File: config.mk
export PLATFORM = sky130hd
export DESIGN_NAME = alu_issue_arbiter
export DESIGN_NICKNAME = d
export VERILOG_FILES = /design/src/rtl/alu_issue_arbiter.sv
export SDC_FILE = /design/constraint.sdc
export NUM_CORES = 1
export LEC_CHECK = 0
export BUFFER_PORTS_ARGS = -buffer_cell sky130_fd_sc_hd__buf_2
export CELL_PAD_IN_SITES_DETAIL_PLACEMENT = 1
export CELL_PAD_IN_SITES_GLOBAL_PLACEMENT = 2
export CORE_UTILIZATION = 25
export CTS_BUF_LIST = sky130_fd_sc_hd__clkbuf_4
export DETAILED_ROUTE_END_ITERATION = 10
export GPL_ROUTABILITY_DRIVEN = 0
export GPL_TIMING_DRIVEN = 0
export PLACE_DENSITY_LB_ADDON = 0.1
export RECOVER_POWER = 50
export SETUP_SLACK_MARGIN = 0.4
export SYNTH_ARGS = -nofsm -noshare
export SYNTH_HDL_FRONTEND = slang
export SYNTH_SLANG_ARGS = --single-unit
File: constraint.sdc
create_clock -name clk -period 2.44 [get_ports clk]
set_input_delay 0.122 -clock clk [delete_from_list [all_inputs] [get_ports clk]]
set_output_delay 0.122 -clock clk [all_outputs]
set_load 0.01 [all_outputs]
File: src/rtl/alu_issue_arbiter.sv
// alu_issue_arbiter
// Lets two requesters share one combinational RV32I ALU. Req 0 is the
// integer pipe and req 1 is the address/branch unit. The block picks a
// requester round-robin, decodes the 11-bit funct code
// {funct7[5], funct3, opcode} into a 4-bit ALU control, drives the
// registered operands for one EXEC cycle, captures the result and returns
// it with a requester tag. Only one operation is in flight at a time.
//
// Handshakes use strict valid/ready: a transfer happens on a rising clock
// edge where valid and ready are both high. The sender must hold valid and
// its payload stable until that edge. Ready may depend combinationally on
// valid.
//
// Optional build macro ALU_ISSUE_PERF_EN adds saturating performance
// counters: grant_cnt_0, grant_cnt_1 and illegal_cnt.
//
// dbg_state_o exposes the sequencer state (0 IDLE, 1 EXEC, 2 RESP).

module alu_issue_arbiter #(
    parameter int XLEN  = 32,
    parameter int CNT_W = 16
) (
    input  logic            clk,
    input  logic            rst_n,
    input  logic            req_valid_0,
    output logic            req_ready_0,
    input  logic [10:0]     req_funct_0,
    input  logic [XLEN-1:0] req_a_0,
    input  logic [XLEN-1:0] req_b_0,
    input  logic            req_valid_1,
    output logic            req_ready_1,
    input  logic [10:0]     req_funct_1,
    input  logic [XLEN-1:0] req_a_1,
    input  logic [XLEN-1:0] req_b_1,
    output logic [3:0]      alu_ctrl,
    output logic [XLEN-1:0] alu_a,
    output logic [XLEN-1:0] alu_b,
    output logic            alu_valid,
    input  logic [XLEN-1:0] alu_result,
    output logic            rsp_valid,
    input  logic            rsp_ready,
    output logic            rsp_id,
    output logic [XLEN-1:0] rsp_result,
    output logic            rsp_illegal,
    output logic [1:0]      dbg_state_o
`ifdef ALU_ISSUE_PERF_EN
    ,
    output logic [CNT_W-1:0] grant_cnt_0,
    output logic [CNT_W-1:0] grant_cnt_1,
    output logic [CNT_W-1:0] illegal_cnt
`endif
);

    typedef enum logic [1:0] {
        S_IDLE = 2'd0,
        S_EXEC = 2'd1,
        S_RESP = 2'd2
    } state_e;

    localparam logic [6:0] OP_R = 7'b0110011;
    localparam logic [6:0] OP_I = 7'b0010011;

    // Counters need at least one bit to be meaningful.
    if (CNT_W < 1) begin : g_cnt_w_check
        $error("alu_issue_arbiter: CNT_W must be at least 1");
    end

    state_e          state_q;
    logic            last_grant_q;
    logic [3:0]      alu_ctrl_q;
    logic [XLEN-1:0] alu_a_q;
    logic [XLEN-1:0] alu_b_q;
    logic            alu_valid_q;
    logic            illegal_q;
    logic            id_q;
    logic            rsp_valid_q;
    logic            rsp_id_q;
    logic [XLEN-1:0] rsp_result_q;
    logic            rsp_illegal_q;

    logic            in_idle;
    logic            grant_id;
    logic            grant_hs;
    logic [10:0]     sel_funct;
    logic [XLEN-1:0] sel_a;
    logic [XLEN-1:0] sel_b;
    logic            f7;
    logic [2:0]      f3;
    logic [6:0]      op;
    logic [3:0]      dec_ctrl;
    logic            dec_illegal;

    // Round-robin pick. On a tie the requester that did not win last time
    // gets the grant. Ready is held low during reset.
    always_comb begin
        in_idle     = (state_q == S_IDLE) && rst_n;
        grant_id    = (req_valid_0 && req_valid_1) ? ~last_grant_q : req_valid_1;
        req_ready_0 = in_idle && req_valid_0 && !grant_id;
        req_ready_1 = in_idle && req_valid_1 && grant_id;
        grant_hs    = (req_valid_0 && req_ready_0) || (req_valid_1 && req_ready_1);
        sel_funct   = grant_id ? req_funct_1 : req_funct_0;
        sel_a       = grant_id ? req_a_1 : req_a_0;
        sel_b       = grant_id ? req_b_1 : req_b_0;
    end

    // Decode the granted funct code into ALU control. Unsupported codes are
    // flagged illegal and drive control 0000.
    always_comb begin
        f7          = sel_funct[10];
        f3          = sel_funct[9:7];
        op          = sel_funct[6:0];
        dec_ctrl    = 4'b0000;
        dec_illegal = 1'b1;
        case (op)
            OP_R: begin
                if (!f7) begin
                    dec_ctrl    = {1'b0, f3};
                    dec_illegal = 1'b0;
                end else if (f3 == 3'b000) begin
                    dec_ctrl    = 4'b1000;
                    dec_illegal = 1'b0;
                end else if (f3 == 3'b101) begin
                    dec_ctrl    = 4'b1101;
                    dec_illegal = 1'b0;
                end
            end
            OP_I: begin
                if (f3 == 3'b001) begin
                    // SLLI with funct7[5] set has no RV32I meaning.
                    if (!f7) begin
                        dec_ctrl    = 4'b0001;
                        dec_illegal = 1'b0;
                    end
                end else if (f3 == 3'b101) begin
                    // funct7[5] selects SRAI over SRLI.
                    dec_ctrl    = {f7, 3'b101};
                    dec_illegal = 1'b0;
                end else begin
                    // The immediate occupies funct7 here, so the bit is ignored.
                    dec_ctrl    = {1'b0, f3};
                    dec_illegal = 1'b0;
                end
            end
            default: begin
                dec_ctrl    = 4'b0000;
                dec_illegal = 1'b1;
            end
        endcase
    end

    // Sequencer IDLE -> EXEC -> RESP -> IDLE, with all outputs registered.
    always_ff @(posedge clk or negedge rst_n) begin
        if (!rst_n) begin
            state_q       <= S_IDLE;
            last_grant_q  <= 1'b1;
            alu_ctrl_q    <= 4'b0000;
            alu_a_q       <= '0;
            alu_b_q       <= '0;
            alu_valid_q   <= 1'b0;
            illegal_q     <= 1'b0;
            id_q          <= 1'b0;
            rsp_valid_q   <= 1'b0;
            rsp_id_q      <= 1'b0;
            rsp_result_q  <= '0;
            rsp_illegal_q <= 1'b0;
        end else begin
            case (state_q)
                S_IDLE: begin
                    if (grant_hs) begin
                        // Illegal ops present zeroed operands to the ALU.
                        alu_ctrl_q   <= dec_ctrl;
                        alu_a_q      <= dec_illegal ? '0 : sel_a;
                        alu_b_q      <= dec_illegal ? '0 : sel_b;
                        alu_valid_q  <= 1'b1;
                        illegal_q    <= dec_illegal;
                        id_q         <= grant_id;
                        last_grant_q <= grant_id;
                        state_q      <= S_EXEC;
                    end
                end
                S_EXEC: begin
                    rsp_result_q  <= illegal_q ? '0 : alu_result;
                    rsp_id_q      <= id_q;
                    rsp_illegal_q <= illegal_q;
                    rsp_valid_q   <= 1'b1;
                    alu_valid_q   <= 1'b0;
                    state_q       <= S_RESP;
                end
                S_RESP: begin
                    // No new grant in this cycle; IDLE takes the next one.
                    if (rsp_ready) begin
                        rsp_valid_q <= 1'b0;
                        state_q     <= S_IDLE;
                    end
                end
                default: begin
                    state_q <= S_IDLE;
                end
            endcase
        end
    end

    assign alu_ctrl    = alu_ctrl_q;
    assign alu_a       = alu_a_q;
    assign alu_b       = alu_b_q;
    assign alu_valid   = alu_valid_q;
    assign rsp_valid   = rsp_valid_q;
    assign rsp_id      = rsp_id_q;
    assign rsp_result  = rsp_result_q;
    assign rsp_illegal = rsp_illegal_q;
    assign dbg_state_o = state_q;

`ifdef ALU_ISSUE_PERF_EN
    logic [CNT_W-1:0] grant_cnt_0_q;
    logic [CNT_W-1:0] grant_cnt_1_q;
    logic [CNT_W-1:0] illegal_cnt_q;

    // Saturating counts of grants per requester and of accepted illegal ops.
    always_ff @(posedge clk or negedge rst_n) begin
        if (!rst_n) begin
            grant_cnt_0_q <= '0;
            grant_cnt_1_q <= '0;
            illegal_cnt_q <= '0;
        end else begin
            if (req_valid_0 && req_ready_0 && (grant_cnt_0_q != '1)) begin
                grant_cnt_0_q <= grant_cnt_0_q + CNT_W'(1);
            end
            if (req_valid_1 && req_ready_1 && (grant_cnt_1_q != '1)) begin
                grant_cnt_1_q <= grant_cnt_1_q + CNT_W'(1);
            end
            if (grant_hs && dec_illegal && (illegal_cnt_q != '1)) begin
                illegal_cnt_q <= illegal_cnt_q + CNT_W'(1);
            end
        end
    end

    assign grant_cnt_0 = grant_cnt_0_q;
    assign grant_cnt_1 = grant_cnt_1_q;
    assign illegal_cnt = illegal_cnt_q;
`endif

endmodule

# ---- After elaboration in Yosys (flattened, before gate mapping)
# Index checks and enable logic that the tools add are counted.
dict set report op_classes {
  n_eq_ne 8
  muxes 27
  n_reduce_logical 18
  bitwise_logic 1
}
# cell count
set ops {}
lappend ops {{$mux 32} 5}
lappend ops {{$mux 4} 5}
lappend ops {{$mux 11} 1}
lappend ops {{$mux 1} 9}
lappend ops {{$logic_and 1x1->1} 8}
lappend ops {{$pmux 4 s2} 1}
lappend ops {{$reduce_and 2->1} 4}
lappend ops {{$eq 7x5->1 const B} 1}
lappend ops {{$eq 7x6->1 const B} 1}
lappend ops {{$pmux 1 s2} 3}
lappend ops {{$pmux 2 s3} 1}
lappend ops {{$mux 2} 2}
lappend ops {{$ne 2x2->1 const B} 2}
lappend ops {{$reduce_bool 2->1} 2}
lappend ops {{$eq 3x1->1 const B} 1}
lappend ops {{$eq 3x3->1 const B} 1}
lappend ops {{$logic_not 3->1} 1}
lappend ops {{$eq 2x1->1 const B} 1}
lappend ops {{$eq 2x2->1 const B} 1}
lappend ops {{$logic_not 2->1} 1}
lappend ops {{$logic_not 1->1} 1}
lappend ops {{$logic_or 1x1->1} 1}
lappend ops {{$not 1->1} 1}
dict set report totals {
  elab_cells 66
  regBits 109
}

# ---- Logic depth before layout (Yosys ltp)
dict set report logic_depth {
  depth_word 9
  ltp_mapped 8
  mapped_depth_nobuf 5
}

# ---- Worst setup path before layout
# OpenSTA, ideal clock, no wires.
dict set report synth_path {
  path_kind {flip-flop to flip-flop}
  start {reg last_grant_q}
  end {reg illegal_q}
  path_slack_ps 744
  stages_incl_launch_ff 8
  period_less_slack_ps 1696
  setup_ps 119
  t_required_ps 2321
  n_path_buf 2
  arrival_ps 1578
  path_cell_list {dfstp_2 -> a21bo_1 -> mux2_2 -> o311ai_2 -> o211ai_2 -> buf_6 -> buf_6 -> o21a_1}
}
dict set report synth_between {
  elab_chain_len 8
}
# element line_no
set synth_lines {}
lappend synth_lines {{start: declaration} 69} ;# logic last_grant_q;
lappend synth_lines {{start signal: assignment} 177} ;# last_grant_q <= grant_id;
lappend synth_lines {{$not 1->1 (*)} 97} ;# grant_id = (req_valid_0 && req_valid_1) ? ~last_grant_q : req_valid_1;
lappend synth_lines {{$mux 1 (*)} 97}
lappend synth_lines {{$mux 11} 101} ;# sel_funct = grant_id ? req_funct_1 : req_funct_0;
lappend synth_lines {{$eq 3x3->1} 122} ;# end else if (f3 == 3'b101) begin
lappend synth_lines {{$mux 1} 122}
lappend synth_lines {{$mux 1} 119} ;# end else if (f3 == 3'b000) begin
lappend synth_lines {{$mux 1} 116} ;# if (!f7) begin
lappend synth_lines {{$pmux 1 s2} 114} ;# case (op)
lappend synth_lines {{end signal: assignment} 175} ;# illegal_q <= dec_illegal;
lappend synth_lines {{end: declaration} 74} ;# logic illegal_q;
# Mark *: on every way between the ends. The rest lies on a longest branch, timed or not.
# A chain may end at the register's enable or synchronous reset.

# ---- Final worst setup path
dict set report layout_path {
  start {reg last_grant_q}
  end {reg alu_a_q[1], in the netlist alu_a[1]}
}
dict set report layout_between {
  elab_chain_len 9
}
# element line_no
set layout_lines {}
lappend layout_lines {{$not 1->1 (*)} 97}
lappend layout_lines {{$mux 1 (*)} 97}
lappend layout_lines {{$mux 11} 101}
lappend layout_lines {{$eq 3x3->1} 122}
lappend layout_lines {{$mux 1} 122}
lappend layout_lines {{$mux 1} 119}
lappend layout_lines {{$mux 1} 116}
lappend layout_lines {{$pmux 1 s2} 114}
lappend layout_lines {{$mux 32} 172} ;# alu_a_q <= dec_illegal ? '0 : sel_a;
lappend layout_lines {{end signal: assignment} 172}
lappend layout_lines {{end: declaration} 71} ;# logic [XLEN-1:0] alu_a_q;
# Marked as above.

==> out/metrics.cfg <==
[outcome]
status = finished with violations
violations = hold timing

[final_layout]
final_cell_mix = buf_2, dlygate4sd3_1, nand2_1
num-nets-final = 1165
drive_gt1_frac = 0.295
syn2layout_area_growth_pct = 70.1
layout_commonest_cell = buf_2
postLayoutCellArea_um2 = 8670

[routing]
first_pass_iters = 4
drtIter0Drc = 105
wl_met2_um = 10700
routed-wl-met3_um = 1270
ant_nets = 0
vias = 5607
wl_per_cell_um = 16.5
drc = 0
top_layer = met5
wl_um = 20700
drt-met1-wl_um = 8190
vias_per_cell = 4.47

[timing]
slew_headroom = 0.644
fin_crit_sh = 0.786
period_minus_slack_ps = 1920
max_freq_mhz = 522
worstMarginPinSlew_ps = 534
setup_viol = 0
finClkSkew_ps = 18.3
final_max_slew_viol_count = 0
whs_ps = -543
rsz0062_at_grt = yes
hold_violations = 108

[global_route]
grt_pass1_wl_um = 31500
antenna_found_initial = 4
grt_max_degree = 95
grt_pass1_vias = 6141
overflow = 0
grt_use_total = 0.199

[floorplan]
die_x_um = 145
start_util = 0.259
rows = 51
io_pins = 295
die-area_um2 = 21000
core-area_um2 = 19700
die_h_um = 145

[cts]
clk_root_buffer_cell = clkbuf_4
tritoncts = done
holdBufCountCts = 165
clkSinkCount = 109
postCtsSetupBuffers = 0
clkLatencyLatePin_ps = 460
numCtsBuffers = 9
clockBufferDepth = 2
cts_htree_levels = 3
clkTransAtPathRegs_ps = 170

[critical_path]
critPathArrivalTime_ps = 2300
path_max_fanout = 10
cp_top_family = flip-flops
r2r_slack_ps = 520
crit_chain = a21bo_1 > mux2_2 > o311ai_2 > o211ai_2 > buf_6 > buf_6 > o21ai_1
startpoint_type = flip-flop
path_common_cell = buf_6
crit_buf_inv = 2
crit_path_top_delay_cell = dfstp_2
max_stage_delay_ps = 580
endpoint_kind = flip-flop
crit_type = flip-flop to flip-flop
critPathRequiredTime_ps = 2820

[placed_design]
io_buffers = 294
postPlaceCellArea_um2 = 6940
hpwl_um = 14200

[logic_synthesis]
synth_cells = 507
ys_ff_latch = 109
synth.distinct_cells = 45
ys_warn_count = 0
yosysSeqAreaShare = 0.535
synth_nets = 694
synth_edf_count = 0
syn_area_um2 = 5100
async_flop_share = 1.00
syn_area_per_cell_um2 = 10.1
ys.flop_type = dfrtp_1

[pwr]
power_density_nw_per_um2 = 460
p_leak_nw = 4.35
power_mw = 3.99
peakVddDrop_mv = 0.206

[flow_run]
drv_cap = 0

[worst_hold_path]
hp-class = input port to async pin

per-layer routing:
layer	vias up	global-route usage
li1	2687	-
met2	195	0.360
met4	2	0.0853
met3	36	0.0431
met5	-	0
met1	2687	0.223
Yosys cell counts (all sizes together) (4+ instances only):
| cell type | n | area share |
|---|---|---|
| clkbuf | 21 | 0.015 |
| nor2 | 4 | 0.0029 |
| mux2i | 65 | 0.13 |
| buf | 13 | 0.020 |
| dfrtp | 108 | 0.53 |
| nand2 | 112 | 0.082 |
| nand2b | 34 | 0.042 |
| o21ai | 100 | 0.098 |
| a21oi | 6 | 0.0059 |
state kept, by name, summed over array words and instances (netlist names):
signal,flops
dbg_state_o,2
alu_b,32
illegal_q,1
alu_a,32
rsp_result,32
rsp_id,1
rsp_illegal,1
last_grant_q,1
id_q,1
rsp_valid,1
alu_ctrl,4
alu_valid,1
area by class of cell:
cell class,count,area [um2]
antenna,5,12.5
buffer,34,206
clock buffer,12,90.1
clock inverter,4,25.0
fill,2338,11000
inverter,3,11.3
multi-input combinational,361,2180
sequential,109,2730
tap,265,332
timing repair buffer,460,3090
final timing paths:
kind,cells after the start,from,end
worst max-delay path,7,last_grant_q,alu_a[1]
worst min-delay path,1,rst_n,rsp_result[9]
worst max register to register,7,last_grant_q,alu_a[1]
worst min register to register,2,alu_ctrl[2],alu_ctrl[2]
max in group asynchronous,2,rst_n,alu_b[19]
min in group clk,3,req_valid_1,dbg_state_o[0]
stage by stage:
| step | utilization | TNS [ps] | worst slack, ps | std cells |
|---|---|---|---|---|
| final | 0.440 | 0 | 523 | 1253 |
| after global routing | 0.440 | 0 | 410 | 1251 |
| after CTS | 0.442 | 0 | 406 | 1248 |
| after detailed placement | 0.352 | 0 | 13.6 | 1067 |
| after global placement | 0.350 | -119850 | -1440 | 1066 |
| after floorplan | - | 0 | 744 | 507 |
where the power goes:
part / internal, mW / leakage, nW / switching [mW] / total, mW
Clock: 0.243 / 0.0650 / 0.623 / 0.866
Combinational: 0.581 / 2.79 / 0.599 / 1.18
Sequential: 1.89 / 1.50 / 0.0550 / 1.95
cell families after synthesis:
kind of cell	synth area share
and+or+nand+nor	0.153
DFF	0.535
buffers and inverters	0.0380
muxes	0.134
AOI/OAI and AO/OA	0.140
repair_timing:
| item | 4_1_cts | 5_1_grt |
|---|---|---|
| endpoints found under the hold margin | 209 | 108 |
| endpoints found under the setup margin | 26 | 78 |
| resized for setup | 5 | 15 |
No activity file was read; power rests on OpenSTA's default activity.
